<file path="config.mk">
export PLATFORM = sky130hd
export DESIGN_NAME = student_iis_tx_stereo_fifo
export DESIGN_NICKNAME = d
export VERILOG_FILES = /design/src/rtl/student_iis_pkg.sv /design/src/rtl/student_iis_tx_fifo.sv /design/src/rtl/student_iis_tx_stereo_fifo.sv
export SDC_FILE = /design/constraint.sdc
export NUM_CORES = 1
export LEC_CHECK = 0
export BUFFER_PORTS_ARGS = -buffer_cell sky130_fd_sc_hd__buf_2
export CORE_MARGIN = 2
export CORE_UTILIZATION = 57
export CTS_CLUSTER_SIZE = 24
export DETAILED_ROUTE_END_ITERATION = 8
export PLACE_DENSITY = 0.74
export SLEW_MARGIN = 20
export SYNTH_ARGS = -nofsm -noshare
export SYNTH_HDL_FRONTEND = slang
export SYNTH_HIERARCHICAL = 1
export SYNTH_SLANG_ARGS = --single-unit
export TNS_END_PERCENT = 30
</file>
<file path="constraint.sdc">
create_clock -name clk_i -period 5.3 [get_ports clk_i]
set_input_delay 0.265 -clock clk_i [delete_from_list [all_inputs] [get_ports clk_i]]
set_output_delay 0.265 -clock clk_i [all_outputs]
set_load 0.005 [all_outputs]
</file>
<file path="src/rtl/student_iis_pkg.sv">
// Shared types and constants for the stereo I2S transmitter.
//   iis_chan_e         : slot/FIFO channel select (left = 0, right = 1)
//   iis_mode_e         : serial framing (I2S one-BCLK delay, or left-justified)
//   IIS_UNDERRUN_CNT_W : width of the saturating underrun counter output
package student_iis_pkg;

  typedef enum logic {
    IIS_LEFT  = 1'b0,
    IIS_RIGHT = 1'b1
  } iis_chan_e;

  typedef enum logic {
    IIS_MODE_I2S = 1'b0,
    IIS_MODE_LJ  = 1'b1
  } iis_mode_e;

  localparam int IIS_UNDERRUN_CNT_W = 16;

endpackage

</file>
<file path="src/rtl/student_iis_tx_fifo.sv">
// Synchronous show-ahead FIFO, one instance per audio channel.
// The head entry is readable combinationally while empty is low.
// Ports:
//   clk_i, rst_ni : clock, asynchronous active-low reset (pointers cleared)
//   push, data    : write data into the tail (ignored while full)
//   pop           : discard the head entry (ignored while empty)
//   full, empty   : occupancy flags
//   head          : current head entry
module student_iis_tx_fifo #(
  parameter int WIDTH = 24,
  parameter int DEPTH = 4
) (
  input  logic             clk_i,
  input  logic             rst_ni,
  input  logic             push,
  input  logic [WIDTH-1:0] data,
  input  logic             pop,
  output logic             full,
  output logic             empty,
  output logic [WIDTH-1:0] head
);

  localparam int AW = $clog2(DEPTH);

  logic [WIDTH-1:0] mem [DEPTH];
  // One extra pointer bit tells a full FIFO apart from an empty one.
  logic [AW:0]      wr_ptr;
  logic [AW:0]      rd_ptr;
  logic             do_push;
  logic             do_pop;

  assign empty   = (wr_ptr == rd_ptr);
  assign full    = (wr_ptr[AW] != rd_ptr[AW]) && (wr_ptr[AW-1:0] == rd_ptr[AW-1:0]);
  assign do_push = push && !full;
  assign do_pop  = pop && !empty;
  assign head    = mem[rd_ptr[AW-1:0]];

  always_ff @(posedge clk_i or negedge rst_ni) begin
    if (!rst_ni) begin
      wr_ptr <= '0;
      rd_ptr <= '0;
    end else begin
      if (do_push) wr_ptr <= wr_ptr + 1'b1;
      if (do_pop)  rd_ptr <= rd_ptr + 1'b1;
    end
  end

  // Storage carries no reset: an entry is only visible after it was written.
  always_ff @(posedge clk_i) begin
    if (do_push) mem[wr_ptr[AW-1:0]] <= data;
  end

endmodule

</file>
<file path="src/rtl/student_iis_tx_stereo_fifo.sv">
// Stereo I2S transmitter with per-channel sample FIFOs.
// Samples arrive from the FIR output stage tagged with a channel, are buffered
// per channel, and are serialised MSB-first into SLOT_W-bit slots on sdata_o.
// Slot starts come from the shared clock generator's LRCLK edge strobes, bit
// shifts from its BCLK falling-edge strobe.
// Optional build macro: STUDENT_IIS_TX_UNDERRUN_CNT_EN enables the saturating
// 16-bit underrun counter; otherwise underrun_cnt_o is tied to zero.
// Ports:
//   clk_i, rst_ni     : clock, asynchronous active-low reset
//   data_i, chan_i    : sample and its channel (0 = left, 1 = right)
//   valid_i, ready_o  : input stream handshake
//   mode_lj_i         : 0 = I2S framing, 1 = left-justified (sampled at slot start)
//   lrclk_rise_i      : right slot start strobe
//   lrclk_fall_i      : left slot start strobe (wins if both are high)
//   bclk_fall_i       : shift strobe
//   sdata_o           : serial data to the codec
//   underrun_o        : one-cycle pulse when a slot starts with an empty FIFO
//   underrun_cnt_o    : saturating underrun count (zero if feature disabled)
//
// Handshake: a sample transfers on a clock edge where valid_i && ready_o.
// ready_o is combinational from the full flag of the FIFO chan_i selects and
// does not depend on valid_i; a full FIFO refuses a push even if it pops in
// the same cycle.
module student_iis_tx_stereo_fifo
  import student_iis_pkg::*;
#(
  parameter int SAMPLE_W   = 24,
  parameter int SLOT_W     = 32,
  parameter int FIFO_DEPTH = 4
) (
  input  logic                          clk_i,
  input  logic                          rst_ni,
  input  logic [SAMPLE_W-1:0]           data_i,
  input  logic                          chan_i,
  input  logic                          valid_i,
  output logic                          ready_o,
  input  logic                          mode_lj_i,
  input  logic                          lrclk_rise_i,
  input  logic                          lrclk_fall_i,
  input  logic                          bclk_fall_i,
  output logic                          sdata_o,
  output logic                          underrun_o,
  output logic [IIS_UNDERRUN_CNT_W-1:0] underrun_cnt_o
);

  // The shift register holds one spare bit: the I2S delay bit ahead of the
  // sample, or a trailing zero in left-justified mode.
  localparam int SR_W  = SLOT_W + 1;
  localparam int EXT_W = SR_W - SAMPLE_W;

  logic [1:0]          push;
  logic [1:0]          pop;
  logic [1:0]          full;
  logic [1:0]          empty;
  logic [SAMPLE_W-1:0] head   [2];
  logic [SAMPLE_W-1:0] last_q [2];

  logic                slot_start;
  iis_chan_e           slot_chan;
  logic                slot_sel;
  iis_mode_e           mode;
  logic [SAMPLE_W-1:0] load_sample;
  logic [SR_W-1:0]     load_ext;
  logic [SR_W-1:0]     sr_q;
  logic [SR_W-1:0]     sr_d;
  logic                underrun_d;

  for (genvar c = 0; c < 2; c++) begin : g_fifo
    student_iis_tx_fifo #(
      .WIDTH (SAMPLE_W),
      .DEPTH (FIFO_DEPTH)
    ) u_fifo (
      .clk_i  (clk_i),
      .rst_ni (rst_ni),
      .push   (push[c]),
      .data   (data_i),
      .pop    (pop[c]),
      .full   (full[c]),
      .empty  (empty[c]),
      .head   (head[c])
    );
  end

  assign ready_o    = ~full[chan_i];
  assign slot_start = lrclk_fall_i | lrclk_rise_i;
  assign slot_chan  = lrclk_fall_i ? IIS_LEFT : IIS_RIGHT;
  assign slot_sel   = slot_chan;
  assign mode       = mode_lj_i ? IIS_MODE_LJ : IIS_MODE_I2S;

  always_comb begin
    push = '0;
    if (valid_i && ready_o) push[chan_i] = 1'b1;
  end

  // Empty is the registered flag, so a push landing in an empty FIFO during
  // its own slot start is kept for the next slot rather than popped.
  always_comb begin
    pop        = '0;
    underrun_d = 1'b0;
    if (slot_start) begin
      if (empty[slot_sel]) underrun_d    = 1'b1;
      else                 pop[slot_sel] = 1'b1;
    end
  end

  // On underrun the channel repeats its last transmitted sample.
  assign load_sample = empty[slot_sel] ? last_q[slot_sel] : head[slot_sel];
  assign load_ext    = {{EXT_W{1'b0}}, load_sample};

  always_comb begin
    sr_d = sr_q;
    if (slot_start) begin
      if (mode == IIS_MODE_LJ) sr_d = load_ext << EXT_W;
      else                     sr_d = load_ext << (EXT_W - 1);
    end else if (bclk_fall_i) begin
      sr_d = {sr_q[SR_W-2:0], 1'b0};
    end
  end

  // sdata_o tracks the shift register MSB as a flop of its own, so it shows
  // the freshly loaded MSB right after a slot-start edge.
  always_ff @(posedge clk_i or negedge rst_ni) begin
    if (!rst_ni) begin
      sr_q       <= '0;
      sdata_o    <= 1'b0;
      underrun_o <= 1'b0;
      for (int i = 0; i < 2; i++) last_q[i] <= '0;
    end else begin
      sr_q       <= sr_d;
      sdata_o    <= sr_d[SR_W-1];
      underrun_o <= underrun_d;
      if (pop[slot_sel]) last_q[slot_sel] <= head[slot_sel];
    end
  end

`ifdef STUDENT_IIS_TX_UNDERRUN_CNT_EN
  logic [IIS_UNDERRUN_CNT_W-1:0] cnt_q;

  always_ff @(posedge clk_i or negedge rst_ni) begin
    if (!rst_ni) begin
      cnt_q <= '0;
    end else if (underrun_d && (cnt_q != '1)) begin
      cnt_q <= cnt_q + IIS_UNDERRUN_CNT_W'(1);
    end
  end

  assign underrun_cnt_o = cnt_q;
`else
  assign underrun_cnt_o = '0;
`endif

endmodule

</file>
# Yosys cells after proc, flatten, opt, wreduce, memory -nomap -nowiden
# Memories as Yosys holds them, arrays and structs flattened.
# Cells that the tools add are included.
[classes]
n_addsub = 4
magnitude_cmp = 6
n_eq_ne = 6
mux = 34
bitwise = 3
reduce_logical = 15
[op_table]
columns = ["op", "count"]
rows = [
  ["$mux W24", 8],
  ["$mux W33", 3],
  ["$bwmux W48", 1],
  ["$demux W24 S1", 1],
  ["$mux W1", 16],
  ["$add A3 B1 Y3 const B", 4],
  ["$logic_and A1 B1 Y1", 10],
  ["$eq A3 B3 Y1", 2],
  ["$mux W2", 3],
  ["$eq A2 B2 Y1", 2],
  ["$logic_not A1 Y1", 4],
  ["$lt A1 B2 Y1 const B", 2],
  ["$demux W1 S1", 2],
  ["$ge A1 B1 Y1 const B", 2],
  ["$ge A2 B2 Y1 const B", 1],
  ["$lt A2 B1 Y1 const B", 1],
  ["$ne A1 B1 Y1", 2],
  ["$not A1 Y2", 1],
  ["$reduce_bool A2 Y1", 1],
  ["$not A1 Y1", 1],
  ["$or A1 B1 Y1", 1],
]
[word_totals]
reg_bits = 94
ramBits = 192
in_bits = 32
out_inout_bits = 19
wordCells = 79
memories = 2
[memory_table]
columns = ["memory", "depth", "word_bits", "rd", "rd_clocked_by_memory_dff", "wr", "line", "source"]
rows = [
  ["g_fifo[0].u_fifo.mem", 4, 24, 1, 0, 1, "student_iis_tx_fifo.sv:25", "logic [WIDTH-1:0] mem [DEPTH];"],
  ["g_fifo[1].u_fifo.mem", 4, 24, 1, 0, 1, "student_iis_tx_fifo.sv:25", ""],
]

# Depth between registers and ports, before layout
[depth]
word_depth = 10
depth_mapped = 10
depth_no_buf = 7

# Modules after synthesis
# The synthesis kept the hierarchy.
[modules_own_cells]
columns = ["mod", "instances", "cells_per_inst", "area_each_um2", "seq_area_each_um2"]
rows = [
  ["student_iis_tx_stereo_fifo", 1, 394, 4425.5, 1851.8],
  ["student_iis_tx_fifo (g_fifo[1].u_fifo)", 1, 174, 3982.6, 3032.9],
  ["student_iis_tx_fifo (g_fifo[0].u_fifo)", 1, 174, 3981.3, 3032.9],
]

# Least setup slack after synthesis
# Ideal clock, no wire load.
[synth_timing]
path_kind = "register to register"
start = "register g_fifo[0].u_fifo.rd_ptr[0]"
end = "memory g_fifo[0].u_fifo.mem[3][0], enable pin"
setup_ns = 0.394
arrival_ns = 2.285
required_time_ns = 4.906
slack_ns = 2.621
path_stages_with_launch = 8
n_path_buf = 1
synth_period_minus_slack_ns = 2.679
path_cell_list = "dfrtp_1 buf_6 xnor2_2 nand3_2 inv_1 nor3b_1 nand2_1 a31oi_2"
[synth_between]
elab_chain_len = 10
elab_cells_between_ends = 11
cone_classes = "eq/ne: 1; mux: 5; bitwise: 1; reduce/logical: 4"
[synth_rtl]
columns = ["item", "line", "source"]
rows = [
  ["start: declaration", "student_iis_tx_fifo.sv:28", "logic [AW:0] rd_ptr;"],
  ["start signal: assignment", "student_iis_tx_fifo.sv:44", "if (do_pop) rd_ptr <= rd_ptr + 1'b1;"],
  ["$eq A2 B2 Y1", "student_iis_tx_fifo.sv:33", "assign full = (wr_ptr[AW] != rd_ptr[AW]) && (wr_ptr[AW-1:0] == rd_ptr[AW-1:0]);"],
  ["$logic_and A1 B1 Y1", "student_iis_tx_fifo.sv:33", ""],
  ["via full[0]", "student_iis_tx_stereo_fifo.sv:53", "logic [1:0] full;"],
  ["$mux W1 (not written as such) (2 in a row)", "student_iis_tx_stereo_fifo.sv:84", "assign ready_o = ~full[chan_i];"],
  ["$not A1 Y1", "student_iis_tx_stereo_fifo.sv:84", ""],
  ["$logic_and A1 B1 Y1", "student_iis_tx_stereo_fifo.sv:92", "if (valid_i && ready_o) push[chan_i] = 1'b1;"],
  ["$mux W2", "student_iis_tx_stereo_fifo.sv:92", ""],
  ["via push[0]", "student_iis_tx_stereo_fifo.sv:51", "logic [1:0] push;"],
  ["$logic_and A1 B1 Y1", "student_iis_tx_fifo.sv:34", "assign do_push = push && !full;"],
  ["$mux W1", "student_iis_tx_fifo.sv:50", "if (do_push) mem[wr_ptr[AW-1:0]] <= data;"],
  ["$mux W1 (not written as such)", "student_iis_tx_fifo.sv:50", ""],
  ["end: declaration", "student_iis_tx_fifo.sv:25", ""],
]
# The timed path passes the listed nets, and every way through them passes these cells. The select of a mux whose other input is x is not followed.

# Final worst setup path
[layout_timing]
start = "register g_fifo[0].u_fifo.rd_ptr[0]"
end = "memory g_fifo[0].u_fifo.mem[3][21], enable pin"
# The elaborated chain is that of the path after synthesis.

==> metrics.md <==
| Metric | Value |
|---|---|
| Status | `completed` |
| Core area | `roughly 21000 um^2` |
| WP buf/inv | `2` |
| Setup Viol. Count Final | `0` |
| WL final | `25.7 mm` |
| Clock Power Share | `0.239` |
| Pins Over Slew Limit | `0` |
| DP HPWL | `16.7 mm` |
| RSZ-0062 raised after global routing | `false` |
| H-Tree Depth | `1` |
| CP max FO | `28` |
| Hold WS | `~18 ps` |
| Postcts setup bufs | `0` |
| Tcrit/Tclk final | `0.619` |
| Final non-filler cell total | `1084` |
| Crit. End Element | `register` |
| # DRC | `0` |
| Final Hold Vio Count | `0` |
| Port Buffers | `34` |
| Worst-Skew Late Latency | `540 ps` |
| First-pass GRT wire length | `39.9 mm` |
| Fmax | `~300 MHz` |
| Worst vdd ir | `0.000306 V` |
| Crit-path cells | `buf_4, xnor2_2, nand3_2, inv_1, nor3b_1, nand2_1, a31oi_4` |
| CP Class | `register to register` |
| Top_reg_cell synth | `edfxtp_1` |
| Yosys warning count | `6` |
| TritonCTS clock tree | `done` |
| Fin nets | `829` |
| Overall die width | `151 um` |
| Static Leak | `~4.9 nW` |
| Slowest CP cell | `a31oi_4` |
| Slew Limit Headroom | `0.324` |
| Pwr/cell area | `585 nW/um^2` |
| FFs w/ async S/R, synth | `0.309` |
| Fraction of layout cells with a size suffix above 1 | `0.309` |
| Area growth syn-to-layout | `10.0%` |
| Post-place setup slack | `1940 ps` |
| Net Sw Power | `2.63 mW` |
| Antenna Nets Post-Route | `0` |
| Post-synth EDFFs | `192` |
| Via count | `6715` |
| CTS Buf Count | `28` |
| Io pins | `51` |
| Placer Congestion | `0.886` |
| R2R Setup Slk | `2020 ps` |
| Post-route setup slack | `slightly above 2000 ps` |
| R2R Path End | `g_fifo[0].u_fifo/mem[3][21]$_DFFE_PP_` |
| DIE AREA | `22900 um^2` |
| Initial antenna violation count | `2` |
| Clk Tree Root Cell | `clkbuf_16` |
| Worst reg2reg path depth | `7` |
| Hold Path End | `g_fifo[1].u_fifo/mem[0][12]$_DFFE_PP_` |
| Die Height | `151 um` |
| Delay-heaviest family, CP | `simple AND/OR/NAND/NOR gates` |
| Part of the power in combinational logic | `0.365` |
| FF+latch count, synth | `approximately 280` |
| Core Rows | `53` |
| Max stage delay on crit path | `840 ps` |
| Clk_skew | `15.3 ps` |
| Reg-to-reg critical path startpoint | `g_fifo[0].u_fifo/rd_ptr[0]$_DFFE_PN0P_` |
| Starting density of the core | `0.586` |
| WHS Path Cells | `1` |
| Synthesized area | `12400 um^2` |
| Clock slew at the register clock pins of the worst setup and hold paths | `60 ps` |
| Slew @ Worst Pin | `1010 ps` |
| Setup TNS | `0 ps` |
| Hold_sp | `data_i[12]` |
| Gr ovfl total | `0` |
| Syn Inst Count | `742` |
| CTS max path bufs | `3` |
| Num Clock Sinks | `278` |
| Vias in the first global route | `6843` |
| Sw frac | `0.330` |
| DR iter-0 viols | `about 540` |
| Min-delay worst type | `input port to register` |
| # placed instances | `1027` |
| Sequential Power Share | `0.395` |
| Post-Syn Area per Cell | `~17 um^2` |
| Largest net degree at the start of global routing | `48` |
| WP data arrival | `3430 ps` |
| CP Data Required Time | `5440 ps` |
| Vias per cell | `6.19` |
| Synth cell types | `61` |
| Post-synthesis sequential area ratio | `0.639` |
| N_diodes | `0` |
| MaxCap Viol Count | `0` |
| Internal power | `5.34 mW` |
| WL/cell | `23.7 um` |
| Tot GR Track Use | `0.236` |
| Final min period | `3280 ps` |
| Drt first pass iters | `5` |
| Final Core Density | `0.644` |
| CP Launch Type | `register` |
-- cell usage in the layout, fill, tap and decap left out, drive strengths merged, types with 5 or more instances in the layout --
cell type / count
nand2: 32
xnor2: 10
o211ai: 13
nor3: 12
clkinv: 10
mux4: 55
mux2: 73
o21ai: 21
a31oi: 16
conb: 16
xor2: 8
and3: 6
o31ai: 10
dlygate4sd3: 5
ha: 10
nand2b: 6
nand3: 7
buf: 51
a21oi: 21
mux2i: 35
clkbuf: 40
inv: 15
edfxtp: 192
nor2: 26
dfrtp: 86
-- layout make-up --
type,instances,area (um^2)
flip-flops and latches,278,7920
fillers,1511,7520
multi-input cells,408,4060
clock buffers,40,787
repair buffers,56,350
well taps,275,344
clock inverters,12,109
inverters,15,56.3
-- power by group through the flow --
stage	sequential (mW)	combinational (mW)	clock, mW
CTS	3.15	2.92	1.94
finish	3.15	2.91	1.91
detailed placement	3.19	2.89	0
global route	3.21	3.14	2.04
global placement	3.16	2.82	0
floorplan	3.08	2.35	0
-- state kept, by name, indices dropped and copies added (netlist names) --
| name | flops |
|---|---|
| sr_q | 24 |
| g_fifo.u_fifo/wr_ptr | 6 |
| sdata_o | 1 |
| underrun_o | 1 |
| g_fifo.u_fifo/mem | 192 |
| last_q | 48 |
| g_fifo.u_fifo/rd_ptr | 6 |
-- layer usage --
layer	vias to the layer above	routed length, um	track usage
li1	2943	-	-
met4	4	514	0.0617
met1	3467	11300	0.350
met3	48	1900	0.0476
met5	-	25	0
met2	253	11900	0.364
-- cell usage after synthesis (4+ instances only) --
| master | n | area (um^2) |
|---|---|---|
| edfxtp_1 | 192 | 5770 |
| dfrtp_1 | 86 | 2150 |
| mux2_2 | 71 | 800 |
| mux4_2 | 54 | 1220 |
| mux2i_1 | 35 | 350 |
| nand2_1 | 31 | 116 |
| buf_4 | 22 | 165 |
| nor2_1 | 22 | 82.6 |
| a21oi_1 | 21 | 105 |
| o21ai_0 | 18 | 90.1 |
| buf_2 | 15 | 75.1 |
| a31oi_1 | 14 | 87.6 |
| inv_1 | 13 | 48.8 |
| o211ai_1 | 13 | 97.6 |
| buf_6 | 12 | 135 |
| nor3_1 | 12 | 60.1 |
| ha_1 | 10 | 125 |
| xnor2_1 | 8 | 70.1 |
| and3_1 | 6 | 37.5 |
| o31ai_2 | 6 | 75.1 |
| nand2b_1 | 5 | 31.3 |
| nand3_1 | 5 | 25.0 |
| a22oi_1 | 4 | 30.0 |
| o22ai_1 | 4 | 25.0 |
| o31ai_1 | 4 | 30.0 |
| xor2_1 | 4 | 35.0 |
| xor2_2 | 4 | 65.1 |
-- worst max-delay path by stage --
| stage | start | to | slack (ps) | cells after the start |
|---|---|---|---|---|
| floorplan | g_fifo[0].u_fifo/rd_ptr[0]$_DFFE_PN0P_ | g_fifo[0].u_fifo/mem[3][0]$_DFFE_PP_ | 2620 | 7 |
| global placement | g_fifo[0].u_fifo/rd_ptr[0]$_DFFE_PN0P_ | g_fifo[0].u_fifo/mem[3][22]$_DFFE_PP_ | 2110 | 7 |
| detailed placement | g_fifo[0].u_fifo/rd_ptr[0]$_DFFE_PN0P_ | g_fifo[0].u_fifo/mem[3][20]$_DFFE_PP_ | 1940 | 7 |
| CTS | g_fifo[0].u_fifo/rd_ptr[0]$_DFFE_PN0P_ | g_fifo[0].u_fifo/mem[3][13]$_DFFE_PP_ | 1900 | 7 |
| global route | g_fifo[0].u_fifo/rd_ptr[0]$_DFFE_PN0P_ | g_fifo[0].u_fifo/mem[3][21]$_DFFE_PP_ | 1680 | 7 |
| finish | g_fifo[0].u_fifo/rd_ptr[0]$_DFFE_PN0P_ | g_fifo[0].u_fifo/mem[3][21]$_DFFE_PP_ | 2020 | 7 |
-- stage by stage --
stage / instance area (um^2) / power, mW
after floorplan: 12400 / 5.43
after global placement: 12700 / 5.98
after detailed placement: 12700 / 6.09
after CTS: 13600 / 8.02
after global routing: 13600 / 8.39
final: 13600 / 7.97
-- cells by family after synthesis --
group / Yosys count / synth area share
multiplexers: 163 / 0.196
adder cells (fa/ha/maj): 10 / 0.0101
flip-flops: 278 / 0.639
AND/OR/NAND/NOR: 97 / 0.0405
other: 1 / 0.000303
AO/OA/AOI/OAI: 104 / 0.0591
XOR/XNOR: 18 / 0.0164
buffers and inverters: 71 / 0.0391
-- repair_timing --
action,4_1_cts,5_1_grt
hold endpoints to repair,65,0
resized for setup,0,0
hold buffers,5,0
Note: power is estimated with default switching activity, not from simulation.
